[src/rtl/lcd_pkg.sv]
// Shared constants for the character-LCD path: phase timing, FSM state codes and
// command class codes, plus phase-length helpers used by the nibble writer.
package lcd_pkg;

  localparam int unsigned T_SETUP = 2;
  localparam int unsigned T_EHIGH = 12;
  localparam int unsigned T_HOLD  = 1;
  localparam int unsigned T_GAP   = 50;
  localparam int unsigned T_WAIT  = 2000;
  localparam int unsigned T_CLEAR = 82000;

  localparam int unsigned CNT_W = 17;

  localparam logic [3:0] StIdle   = 4'd0;
  localparam logic [3:0] StSetupH = 4'd1;
  localparam logic [3:0] StEH     = 4'd2;
  localparam logic [3:0] StHoldH  = 4'd3;
  localparam logic [3:0] StGap    = 4'd4;
  localparam logic [3:0] StSetupL = 4'd5;
  localparam logic [3:0] StEL     = 4'd6;
  localparam logic [3:0] StHoldL  = 4'd7;
  localparam logic [3:0] StWait   = 4'd8;

  localparam logic [3:0] CMD_DATA       = 4'b1010;
  localparam logic [3:0] CMD_SET_DDRAM  = 4'b1000;
  localparam logic [3:0] CMD_CLEAR      = 4'b0001;
  localparam logic [3:0] CMD_FUNC_SET   = 4'b0110;
  localparam logic [3:0] CMD_ENTRY_MODE = 4'b0011;
  localparam logic [3:0] CMD_DISPLAY_ON = 4'b0100;

  // Counter preload on entry to a state: phase length minus one.
  function automatic logic [CNT_W-1:0] phase_load(logic [3:0] st, logic clr);
    int unsigned len;
    case (st)
      StSetupH, StSetupL: len = T_SETUP;
      StEH, StEL:         len = T_EHIGH;
      StHoldH, StHoldL:   len = T_HOLD;
      StGap:              len = T_GAP;
      StWait:             len = clr ? T_CLEAR : T_WAIT;
      default:            len = 1;
    endcase
    return CNT_W'(len - 1);
  endfunction

  // States are encoded in transfer order, so the successor is the next code.
  function automatic logic [3:0] phase_next(logic [3:0] st);
    return (st == StWait) ? StIdle : st + 4'd1;
  endfunction

endpackage

[src/rtl/lcd_nibble_writer.sv]
// Serialises one LCD byte onto the 4-bit SF_D bus as two E-framed nibbles (upper first),
// then waits the controller execution time before accepting the next byte.
module lcd_nibble_writer
  import lcd_pkg::*;
(
  input  logic       clk,
  input  logic       reset,
  input  logic       ready,
  input  logic [7:0] DB,
  input  logic [3:0] instruction,
  output logic [3:0] SF_D,
  output logic       LCD_E,
  output logic       LCD_RS,
  output logic       LCD_RW,
  output logic       busy,
  output logic       done
);

  logic [3:0]       state_q, state_d;
  logic [CNT_W-1:0] cnt_q, cnt_d;
  logic             ready_q;
  logic [7:0]       byte_q, byte_d;
  logic             rs_q, rs_d;
  logic             clr_q, clr_d;
  logic             start;

  logic [3:0] sf_d;
  logic       e_d, rs_out_d, busy_d, done_d;

  assign start = ready & ~ready_q;

  always_comb begin
    state_d = state_q;
    cnt_d   = cnt_q;
    byte_d  = byte_q;
    rs_d    = rs_q;
    clr_d   = clr_q;
    done_d  = 1'b0;
    if (state_q == StIdle) begin
      if (start) begin
        state_d = StSetupH;
        byte_d  = DB;
        rs_d    = (instruction == CMD_DATA);
        clr_d   = (DB == 8'h01) && (instruction == CMD_CLEAR);
        cnt_d   = phase_load(StSetupH, clr_d);
      end
    end else if (cnt_q == '0) begin
      state_d = phase_next(state_q);
      cnt_d   = phase_load(state_d, clr_q);
      done_d  = (state_q == StWait);
    end else begin
      cnt_d = cnt_q - 1'b1;
    end
  end

  // Outputs are derived from the next state so the registered pins line up with the FSM.
  always_comb begin
    sf_d = 4'h0;
    case (state_d)
      StSetupH, StEH, StHoldH, StGap: sf_d = byte_d[7:4];
      StSetupL, StEL, StHoldL:        sf_d = byte_d[3:0];
      default:                        sf_d = 4'h0;
    endcase
    e_d      = (state_d == StEH) || (state_d == StEL);
    rs_out_d = rs_d && (state_d != StIdle) && (state_d != StWait);
    busy_d   = (state_d != StIdle);
  end

  always_ff @(posedge clk) begin
    if (reset) begin
      state_q <= StIdle;
      cnt_q   <= '0;
      ready_q <= 1'b0;
      byte_q  <= 8'h00;
      rs_q    <= 1'b0;
      clr_q   <= 1'b0;
      SF_D    <= 4'h0;
      LCD_E   <= 1'b0;
      LCD_RS  <= 1'b0;
      LCD_RW  <= 1'b0;
      busy    <= 1'b0;
      done    <= 1'b0;
    end else begin
      state_q <= state_d;
      cnt_q   <= cnt_d;
      ready_q <= ready;
      byte_q  <= byte_d;
      rs_q    <= rs_d;
      clr_q   <= clr_d;
      SF_D    <= sf_d;
      LCD_E   <= e_d;
      LCD_RS  <= rs_out_d;
      LCD_RW  <= 1'b0;
      busy    <= busy_d;
      done    <= done_d;
    end
  end

endmodule

[config.mk]
export PLATFORM = sky130hd
export DESIGN_NAME = lcd_nibble_writer
export DESIGN_NICKNAME = d
export VERILOG_FILES = /design/src/rtl/lcd_pkg.sv /design/src/rtl/lcd_nibble_writer.sv
export SDC_FILE = /design/constraint.sdc
export NUM_CORES = 1
export LEC_CHECK = 0
export CAP_MARGIN = 40
export CORE_UTILIZATION = 50
export CTS_BUF_LIST = sky130_fd_sc_hd__clkbuf_4 sky130_fd_sc_hd__clkbuf_8
export DETAILED_ROUTE_END_ITERATION = 12
export PLACE_DENSITY = 0.72
export SLEW_MARGIN = 20
export SYNTH_ARGS = -nofsm -noshare
export SYNTH_HDL_FRONTEND = slang
export SYNTH_SLANG_ARGS = --single-unit
[constraint.sdc]
create_clock -name clk -period 3.9 [get_ports clk]
set_input_delay 0.78 -clock clk [delete_from_list [all_inputs] [get_ports clk]]
set_output_delay 0.78 -clock clk [all_outputs]
set_load 0.01 [all_outputs]
== After elaboration in Yosys (flattened, before gate mapping) ==
Cells that the tools add are included.

* Bits of input ports: 15
* Bits in latches: 0
* Memories kept: 0
* Output and inout port bits: 9
* Memory bits (read-only): 0
* Memory bits (writable): 0
* Logic and storage cells: 68
* Register bits: 40

* $lt $le $gt $ge: 0
* Muxes and demuxes: 18
* Add/sub/neg operators: 4
* Equality and inequality tests: 19
* Divide/modulo/power cells: 0
* Bitwise operators: 3
* Reduce and logical (&&, ||, !) cells: 13
* Shift-type cells: 0
* Multipliers: 0

{| class="wikitable"
|+ Operators by type and width
! kind !! number
|-
| $mux W17 || 8
|-
| $pmux W17 S4 || 1
|-
| $sub A17 B1 Y17 const B || 3
|-
| $eq A4 B3 Y1 const B || 7
|-
| $logic_not A17 Y1 || 1
|-
| $mux W4 || 4
|-
| $mux W8 || 2
|-
| $eq A4 B1 Y1 const B || 3
|-
| $eq A4 B2 Y1 const B || 3
|-
| $eq A4 B4 Y1 const B || 3
|-
| $eq A8 B1 Y1 const B || 1
|-
| $pmux W4 S2 || 1
|-
| $reduce_or A3 Y1 || 2
|-
| $add A4 B1 Y4 const B || 1
|-
| $logic_not A4 Y1 || 1
|-
| $ne A4 B4 Y1 const B || 1
|-
| $reduce_bool A4 Y1 || 1
|-
| $reduce_or A2 Y1 || 2
|-
| $reduce_or A4 Y1 || 1
|-
| $logic_and A1 B1 Y1 || 3
|-
| $mux W1 || 2
|-
| $ne A2 B2 Y1 const B || 1
|-
| $not A1 Y1 || 2
|-
| $reduce_and A2 Y1 || 1
|-
| other kinds (2) || 2
|}

== Depth between registers and ports, before layout ==
* Word-level depth: 10
* Mapped depth: 13
* Gate-level depth less buffers: 13

== Worst setup path before layout ==
Ideal clock, no wire load.

* Path type: register -> register
* From: reg state_q[1]
* To: reg cnt_q[16]
* Clock period less this slack: 3.207 ns
* Buffers on the path: 0
* Slack: 0.693 ns
* Arrival: 3.133 ns
* Stages on the path, launching flop included: 14
* Library setup time: 0.074 ns
* Required time: 3.826 ns
* Path through: dfxtp_1 -> inv_1 -> ha_1 -> or3b_1 -> o211a_1 -> xnor2_1 -> nand2_1 -> a31oi_1 -> ha_1 -> nand2b_1 -> nor3_1 -> nand4_1 -> or3_1 -> a31oi_1

* Word-level cells in the longest chain between the ends: 10
* Elaborated cells on any way between the ends: 19
* Classes of those cells: add/sub (2); eq/ne (8); mux (6); reduce/logical (3)

{| class="wikitable"
|+ Ends and longest elaborated chain
! element !! line !! text
|-
| start: declaration || lcd_nibble_writer.sv:19 || <nowiki>logic [3:0] state_q, state_d;</nowiki>
|-
| start signal: assignment || lcd_nibble_writer.sv:71 || <nowiki>state_q <= StIdle;</nowiki>
|-
| start signal: assignment || lcd_nibble_writer.sv:84 || <nowiki>state_q <= state_d;</nowiki>
|-
| $add A4 B1 Y4 or $eq A4 B4 Y1 (tied branches) || lcd_pkg.sv:47 || <nowiki>return (st == StWait) ? StIdle : st + 4'd1;</nowiki>
|-
| $mux W4 || lcd_pkg.sv:47 ||
|-
| $eq A4 B2 Y1, or another cell as far along || lcd_pkg.sv:34 || <nowiki>case (st)</nowiki>
|-
| $reduce_or A2 Y1 || lcd_pkg.sv:34 ||
|-
| $pmux W17 S4 || lcd_pkg.sv:34 ||
|-
| $mux W17 || lcd_nibble_writer.sv:47 || <nowiki>end else if (cnt_q == '0) begin</nowiki>
|-
| $mux W17 || lcd_nibble_writer.sv:39 || <nowiki>if (state_q == StIdle) begin</nowiki>
|-
| $sub A17 B1 Y17 || lcd_pkg.sv:42 || <nowiki>return CNT_W'(len - 1);</nowiki>
|-
| $mux W17 || lcd_nibble_writer.sv:47 ||
|-
| $mux W17 || lcd_nibble_writer.sv:39 ||
|-
| end signal: assignment || lcd_nibble_writer.sv:85 || <nowiki>cnt_q <= cnt_d;</nowiki>
|-
| end: declaration || lcd_nibble_writer.sv:20 || <nowiki>logic [CNT_W-1:0] cnt_q, cnt_d;</nowiki>
|}

Parallel ways exist; a longest one is shown, timed or not. The select of a mux whose other input is x is not followed.
A chain may end at the register's enable or synchronous reset.

== Final worst setup path ==
Same ends and word-level chain as after synthesis.

==> impl_metrics.csv <==
group,metric,value,unit
outcome,status,"complete, no violations",
timing,rsz0062_at_grt,"false",
timing,final_max_slew_viol_count,0,
clock_tree,worstSkewPairLatency,0.29,ns
timing,fmax,286,MHz
clock_tree,clk_path_buf_depth,2,
setup_path,start_kind,"flip-flop",
placement,gp_congestion,0.943,
clock_tree,cts_root_buf,"clkbuf_8",
route,drt-total-wl,5.44,mm
timing,hold_viol,0,
pwr,p_total,2.42,mW
global_route,grt_pass1_wl,9.13,mm
setup_path,end_kind,"flip-flop",
route,drcViolationCount,0,
placement,hpwl,3.88,mm
placement,dp_slack,0.200,ns
setup_path,cp_slowest_cell,"dfxtp_1",
global_route,met1_usage,30.3,%
timing,slew_headroom,55.8,%
pwr,ir_drop,0.493,mV
floorplanning,die_x,69.4,um
timing,clock_skew,0.00292,ns
yosys,synth-warning-count,0,
floorplanning,coreArea,4350,um2
hold_path,worstHoldPathType,"flip-flop to flip-flop",
route,final_antenna_net_count,0,
global_route,track_usage,23.4,%
floorplanning,die_y,69.4,um
setup_path,path_cells,"inv_1 > ha_1 > or3b_1 > o211a_1 > xnor2_1 > nand2_1 > a31oi_1 > ha_1 > nand2b_1 > nor3_2 > nand4_1 > or3_1 > a31oi_1",
clock_tree,cts_tree,"done",
yosys,ys_seq_area_share,35.3,%
setup_path,cp.required,4.12,ns
clock_tree,clkTransAtPathRegs,0.07,ns
global_route,gr-usage-met2,37.4,%
clock_tree,htreeDepth,2,
global_route,grt.overflow.total,0,
clock_tree,hold_buffers,0,
final_layout,seqCellArea,801,um2
final_layout,antenna_cells,0,
final_layout,multiInputGateArea,1390,um2
yosys,synth_ff_type,"dfxtp_1",
placement,io_buffers,22,
floorplanning,initial_core_util,52.1,%
yosys,synthArstFlopShare,0,%
yosys,syn_nets,300,
setup_path,critPathMaxStageDelay,0.47,ns
route,wire_per_inst,15.3,um
timing,period_needed,3.50,ns
route,drtIter0Drc,103,
route,via_per_inst,6.06,
timing,setup_ws,0.401,ns
setup_path,critical_path_peak_fanout,9,
final_layout,fin_nets,322,
timing,report.final.setup_viol,0,
pwr,powerDensity,902,nW/um2
global_route,grt.busiest_layer,"met2",
floorplanning,rows,24,
clock_tree,clock-sinks,40,
setup_path,crit_arrival,3.72,ns
global_route,grt_use_met3,4.07,%
placement,dpl_cell_area,2540,um2
job,maxCapViolations,0,
floorplanning,io_pins,24,
yosys,syn_area,2270,um2
route,num_vias,2159,
setup_path,worstSetupPathType,"flip-flop to flip-flop",
global_route,grt_start_max_net_pins,21,
yosys,synthDistinctLibCells,62,
global_route,grt_pass1_vias,1949,
final_layout,final_util,61.5,%
yosys,synthCells,281,
final_layout,n_fill_cell,389,
timing,tns,0,ns
pwr,leakagePower,0.988,nW
final_layout,finish.instance_area,2680,um2
timing,max_slew.worst_pin.slew,0.658,ns
clock_tree,cts_made_buffers,5,
yosys,synth.avg_cell_area,8.07,um2
final_layout,drive_gt1_share,10.5,%
route,drt_pass1_iterations,5,
timing,finalCritPeriodShare,89.7,%
yosys,synth-seq-cells,40,
floorplanning,die-area,4810,um2
final_layout,area_delta_synth_final,18.0,%
yosys,synth-edff-count,0,
global_route,antenna_found_initial,0,
power breakdown:
group / total [mW] / internal (mW) / switching (mW)
registers: 0.566 / 0.503 / 0.0626
logic: 1.48 / 0.575 / 0.907
clock network: 0.367 / 0.226 / 0.141
total: 2.42 / 1.30 / 1.11
metrics by stage:
step	instances	hold WS (ns)
2_1_floorplan	281	0.436
3_5_place_dp	348	0.455
5_1_grt	356	0.488
4_1_cts	356	0.468
6_report	356	0.466
3_3_place_gp	347	0.449
critical path, delay by kind of cell, from the launching register on:
kind	cells	cell delay [ns]
buf+inv	1	0.12
flops	1	0.47
xor+xnor	1	0.18
simple gates	6	1.58
compound gates	3	0.57
fa+ha+maj	2	0.51
logic make-up after synthesis:
logic type	synth area share (%)
mux	2.59
buf+inv	3.86
simple gates	31.0
xor+xnor	1.54
other cells	0.165
fa+ha+maj	2.21
flops	35.3
compound gates	23.3
state kept, by name, summed over array words and instances (netlist names):
signal   flops
clr_q        1
byte_q       8
cnt_q       17
state_q      4
rs_q         1
done         1
LCD_E        1
SF_D         4
busy         1
LCD_RS       1
ready_q      1
path summary, 6_finish.rpt:
check	depth (start not counted)	slack [ns]	end	from
worst min-delay path	2	0.47	byte_q[3]	byte_q[3]
worst max-delay path	13	0.40	cnt_q[16]	state_q[1]
worst min register to register	2	0.47	byte_q[3]	byte_q[3]
worst max register to register	13	0.40	cnt_q[16]	state_q[1]
final cells by class:
type | count | area share, %
clock buffers | 7 | 3.60
clock inverters | 1 | 1.12
inverters | 5 | 0.701
multi-input cells | 222 | 51.8
flip-flops and latches | 40 | 29.9
well taps | 52 | 2.43
repair buffers | 29 | 10.5
cell usage after synthesis (all sizes together), types with 4 or more instances:
cell,number,area [um2]
a31oi,10,62.6
a21oi,26,130
clkbuf,8,30.0
nand2,39,146
buf,6,38.8
nor3,7,35.0
inv,5,18.8
dfxtp,40,801
a22o,7,61.3
nand2b,6,37.5
or3,6,42.5
nor2,28,108
mux2,4,48.8
ha,4,50.1
nor4,6,58.8
nor2b,6,37.5
nor3b,5,37.5
o21ai,10,50.1
repair_timing:
action	CTS	global route
buffers inserted	0	0
setup endpoints to repair	0	3
gates resized for setup	0	1
endpoints found under the hold margin	0	0
cell usage in the layout, fill, tap and decap left out, types with 2 or more instances in the layout:
cell type	instances
and2_1	3
a21oi_1	26
a21o_1	2
dfxtp_1	40
nand4b_1	3
nor3_1	6
ha_1	4
nor3b_1	5
o211ai_1	2
clkdlybuf4s50_1	22
inv_1	5
or2_2	2
nor4b_1	3
o31ai_1	2
nor4_1	4
a31oi_1	10
nand2_1	39
or4_4	2
nand2b_1	6
clkbuf_8	7
a22oi_1	3
or3_1	5
a32oi_1	2
nor2b_1	6
a22o_1	7
nand4_1	2
buf_4	6
a211oi_1	2
mux2_2	3
xnor2_1	3
or3b_2	2
nand3_1	3
o21ai_0	10
nor2_1	27
routing by layer:
metal / part of all wire, % / routed length [um]
met4: 2.6 / 141
met2: 46 / 2520
met3: 5.9 / 320
met1: 45 / 2460
met5: 0 / 0
(Power assumes the default switching activity.)
==> edit 1, RTL diff (same flow settings) <==
Change the package constant `CNT_W` from 17 to 34.
--- a/src/rtl/lcd_pkg.sv
+++ b/src/rtl/lcd_pkg.sv
@@ -9,7 +9,7 @@
   localparam int unsigned T_WAIT  = 2000;
   localparam int unsigned T_CLEAR = 82000;
 
-  localparam int unsigned CNT_W = 17;
+  localparam int unsigned CNT_W = 34;
 
   localparam logic [3:0] StIdle   = 4'd0;
   localparam logic [3:0] StSetupH = 4'd1;
Function: no difference found for any inputs over 10 cycles, from zero or initial values and one cycle with reset high; that may be too few to reach the edited logic, so the function may still have changed.
==> edit 1 against the unedited design <==
- setup slack gained 0.80 ns
- sequential cell count grew 17
- routed wire length increased by 49%
- worst hold slack lost 0.0035 ns
- die area is 40% higher
- cell area up 35%
- via count rose by 43%
- area after synthesis rose by 42%
- critical endpoint is now LCD_E
- largest cell class unchanged
Power is not shown: default switching activity piles up to over one toggle a cycle in this logic, so the estimate is an artifact.
==> edit 1: results (changes against the unedited design) <==
status: "completed"
grt_pass1_wl_um: 13100  # +43%
drive_above_1_share: 0.107  # +0.00214
grt_max_degree: 49  # +130%
timing.final.ws_setup_ns: 1.21  # +0.804 ns
fin_skew_ns: 0.00609  # +0.00317 ns
multi_input_area_share: 0.527  # +0.00993
routed_via_density: 6.23  # +2.8%
cp_slowest_cell: "nor4b_2"
cts_num_sinks: 57  # +43%
buffer_area_frac: 0.0763  # -0.0284
routedWlPerCell_um: 16.4  # +7.1%
vias: 3080  # +43%
seq_area_sq_um: 1140  # +42%
nFillCells: 548  # +41%
nNonClkInverters: 8  # +3
worst-r2r-cell-count: 8  # -5
place_ws_ns: 1.11  # +0.907 ns
grt_use_met1: 0.350  # +0.0468
synth_common_cells: "57 x dfxtp_1, 49 x nand2_1, 43 x a21oi_1"
place_inst: 478  # +37%
gp_routability_congestion: 0.912  # -3.2%
dr_wl_met2_um: 3680  # +46%
grtUsageMet3: 0.0571  # +0.0164
multi_input_area_sq_um: 1910  # +38%
critPathMaxFanout: 5  # -4
yosysSeqAreaShare: 0.355  # +0.00186
worst_slew_pin_slew_ns: 0.807  # +0.149 ns
postSynthNetCount: 418  # +39%
grt_use_met2: 0.388  # +0.0133
synth_area_leaders: "dfxtp_1 35%, a21oi_1 6.7%, nand2_1 5.7%, nor3_1 3.6%, nor2_1 3.5%"
dp_hpwl_um: 5510  # +42%
critPathArrivalTime_ns: 2.99  # -0.73 ns
routed.top_layer: "met4"
multi_input_cells: 309  # +39%
ys_types: 72  # +16%
reg_top3: "cnt_q: 34 flops, byte_q: 8 flops"
clock_latency_ns: 0.35  # +0.06 ns
htree_levels: 3  # +1
nets: 433  # +34%
area_growth_pct: 12.6
holdWs_ns: 0.462  # -0.00348 ns
met1_length_um: 3730  # +52%
grt_pass1_vias: 2721  # +40%
dpl-instance-area_sq_um: 3450  # +36%
clk_share: 0.0470  # -0.000241
nClkBuffers: 9  # +2
synthCells: 399  # +42%
grt_usage: 0.260  # +0.0265
drtIter0Drc: 332  # +220%
met3_wirelength_um: 484  # +51%
-- edit 1: cell types whose count changed after synthesis, moves of 7 or more --
cell,before,now
nor3_1,7,23
a21oi_1,26,43
nand2_1,39,49
dfxtp_1,40,57
a311oi_1,1,8
a22o_1,7,0
a31oi_1,10,3
nor4_1,4,13
-- edit 1: kinds of logic after synthesis --
family | Yosys count | share of synthesized area
XOR/XNOR | 2 | 0.00545
AND/OR/NAND/NOR | 185 | 0.324
other | 1 | 0.00117
flip-flops | 57 | 0.355
multiplexers | 7 | 0.0233
AO/OA/AOI/OAI | 110 | 0.225
buffers and inverters | 33 | 0.0510
adder cells (fa/ha/maj) | 4 | 0.0156
-- edit 1: final timing paths --
kind	start	end
worst min register to register	rs_q	rs_q
worst min-delay path	rs_q	rs_q
worst max register to register	cnt_q[0]	LCD_E
worst max-delay path	cnt_q[0]	LCD_E
==> edit 2, RTL diff (same flow settings) <==
Without the edit above. Make the reset (`reset`) asynchronous in one clocked block.
--- a/src/rtl/lcd_nibble_writer.sv
+++ b/src/rtl/lcd_nibble_writer.sv
@@ -66,7 +66,7 @@
     busy_d   = (state_d != StIdle);
   end
 
-  always_ff @(posedge clk) begin
+  always_ff @(posedge clk or posedge reset) begin
     if (reset) begin
       state_q <= StIdle;
       cnt_q   <= '0;
Function: differs if reset is asserted again (counterexample within 4 cycles, from zero or initial values and one cycle with reset high); with reset held inactive, the same outputs for 10 cycles.
==> edit 2 against the unedited design <==
- cell count down 10%
- area after synthesis rose by 1.8%
- synthesized cell count shrank 14%
- critical path depth did not move
- via count is 9.4% lower
- cell area up 0.42%
- routed wire length fell by 10%
- sequential cell count unchanged
- setup slack better by 0.11 ns
Power is not compared: it rests on default switching activity, and its combinational part moved more than twofold at a synthesized area within 25%.
==> edit 2: results (changes against the unedited design) <==
rrSetupSlack_ns: 0.51  # +0.11 ns
synth_area_leaders: "dfrtp_1 43%, o21ai_0 4.3%, nand2_1 4.1%, mux2_2 3.9%, mux2_4 3.3%"
drtIter0Drc: 229  # +120%
critPathArrivalTime_ns: 3.57  # -0.15 ns
dp_hpwl_um: 3610  # -6.8%
hold-path-endpoint: "byte_q[3]"
nFillCells: 393  # +1.0%
syn_area_per_cell_sq_um: 9.58  # +19%
crit_path_end: "cnt_q[14]"
drive_above_1_share: 0.120  # +0.0146
nets: 285  # -11%
cts_made_buffers: 5  # unchanged
synthXorXnorAreaFrac: 0.00758  # -0.00786
finalCriticalPeriod_ns: 3.39  # -0.108 ns
port_buffers: 22  # unchanged
dpl-instance-area_sq_um: 2580  # +1.2%
crit_start: "state_q[0]"
crit_family: "simple AND/OR/NAND/NOR gates"
holdWs_ns: 0.502  # +0.0367 ns
whs_path_depth: 1  # -1
fin_skew_ns: 0.00489  # +0.00197 ns
critPathMaxFanout: 8  # -1
ctsResizeCount: 0  # unchanged
fin_area_sq_um: 2690  # +0.42%
stdcell_count: 319  # -10%
synth_compound_area_frac: 0.164  # -0.0692
worst_slew_pin_slew_ns: 0.643  # -0.0150 ns
hold_class: "register to register"
place_ws_ns: 0.598  # +0.398 ns
postSynthNetCount: 260  # -13%
clk_pin_slew_ns: 0.08
gp_routability_congestion: 0.904  # -4.1%
yosys_warnings: 0  # unchanged
routed_via_density: 6.13  # +1.1%
antenna_found_initial: 0  # unchanged
grt_pass1_vias: 1744  # -11%
reg_top3: "cnt_q: 17 flops, byte_q: 8 flops"
synthAdderAreaFrac: 0.0217  # -0.000394
holdCritStartpoint: "byte_q[3]"
cp_slowest_cell: "dfrtp_1"
async_reset_ff_frac: 1.00  # +1.00
yosysSeqAreaShare: 0.433  # +0.0804
routedWlPerCell_um: 15.3  # +0.45%
grt_max_degree: 41  # +95%
worst-r2r-cell-count: 13  # unchanged
drtPass1Iterations: 4  # -1
critPathMaxStageDelay_ns: 0.46
place_inst: 311  # -11%
grt_pass1_wl_um: 8220  # -9.9%
synthMuxAreaShare: 0.0932  # +0.0673
status: "completed"
synth_common_cells: "40 x dfrtp_1, 25 x nand2_1, 20 x o21ai_0"
setup_violations: 0  # unchanged
grt_usage: 0.212  # -0.0216
ys_types: 51  # -18%
edit 2: cell types whose count changed after synthesis, sizes merged, moves of 8 or more:
cell | unedited run | this run
dfrtp | 0 | 40
a21oi | 26 | 13
mux2 | 4 | 13
o21ai | 10 | 20
nor2 | 28 | 18
dfxtp | 40 | 0
nand2 | 39 | 26
nand3 | 3 | 11
edit 2: layer usage:
layer / GRT usage / up-vias / part of all wire / wire, um
li1: - / 947 / - / -
met3: 0.0361 / 9 / 0.061 / 298
met1: 0.303 / 926 / 0.46 / 2240
met2: 0.316 / 74 / 0.46 / 2270
met5: 0 / - / 0 / 0
met4: 0.0933 / 0 / 0.016 / 77
edit 2: area by class of cell:
class	count	area share
inverter	7	0.00978
sequential	40	0.372
clock inverter	2	0.0130
tap	52	0.0242
multi-input combinational	186	0.459
timing repair buffer	26	0.0931
clock buffer	6	0.0284
edit 2: power breakdown:
part           internal (uW)  switching, uW  total [uW]
combinational           68.9           76.2         145
clock                    197            141         338
sequential               456           52.3         508
total                    721            269         991
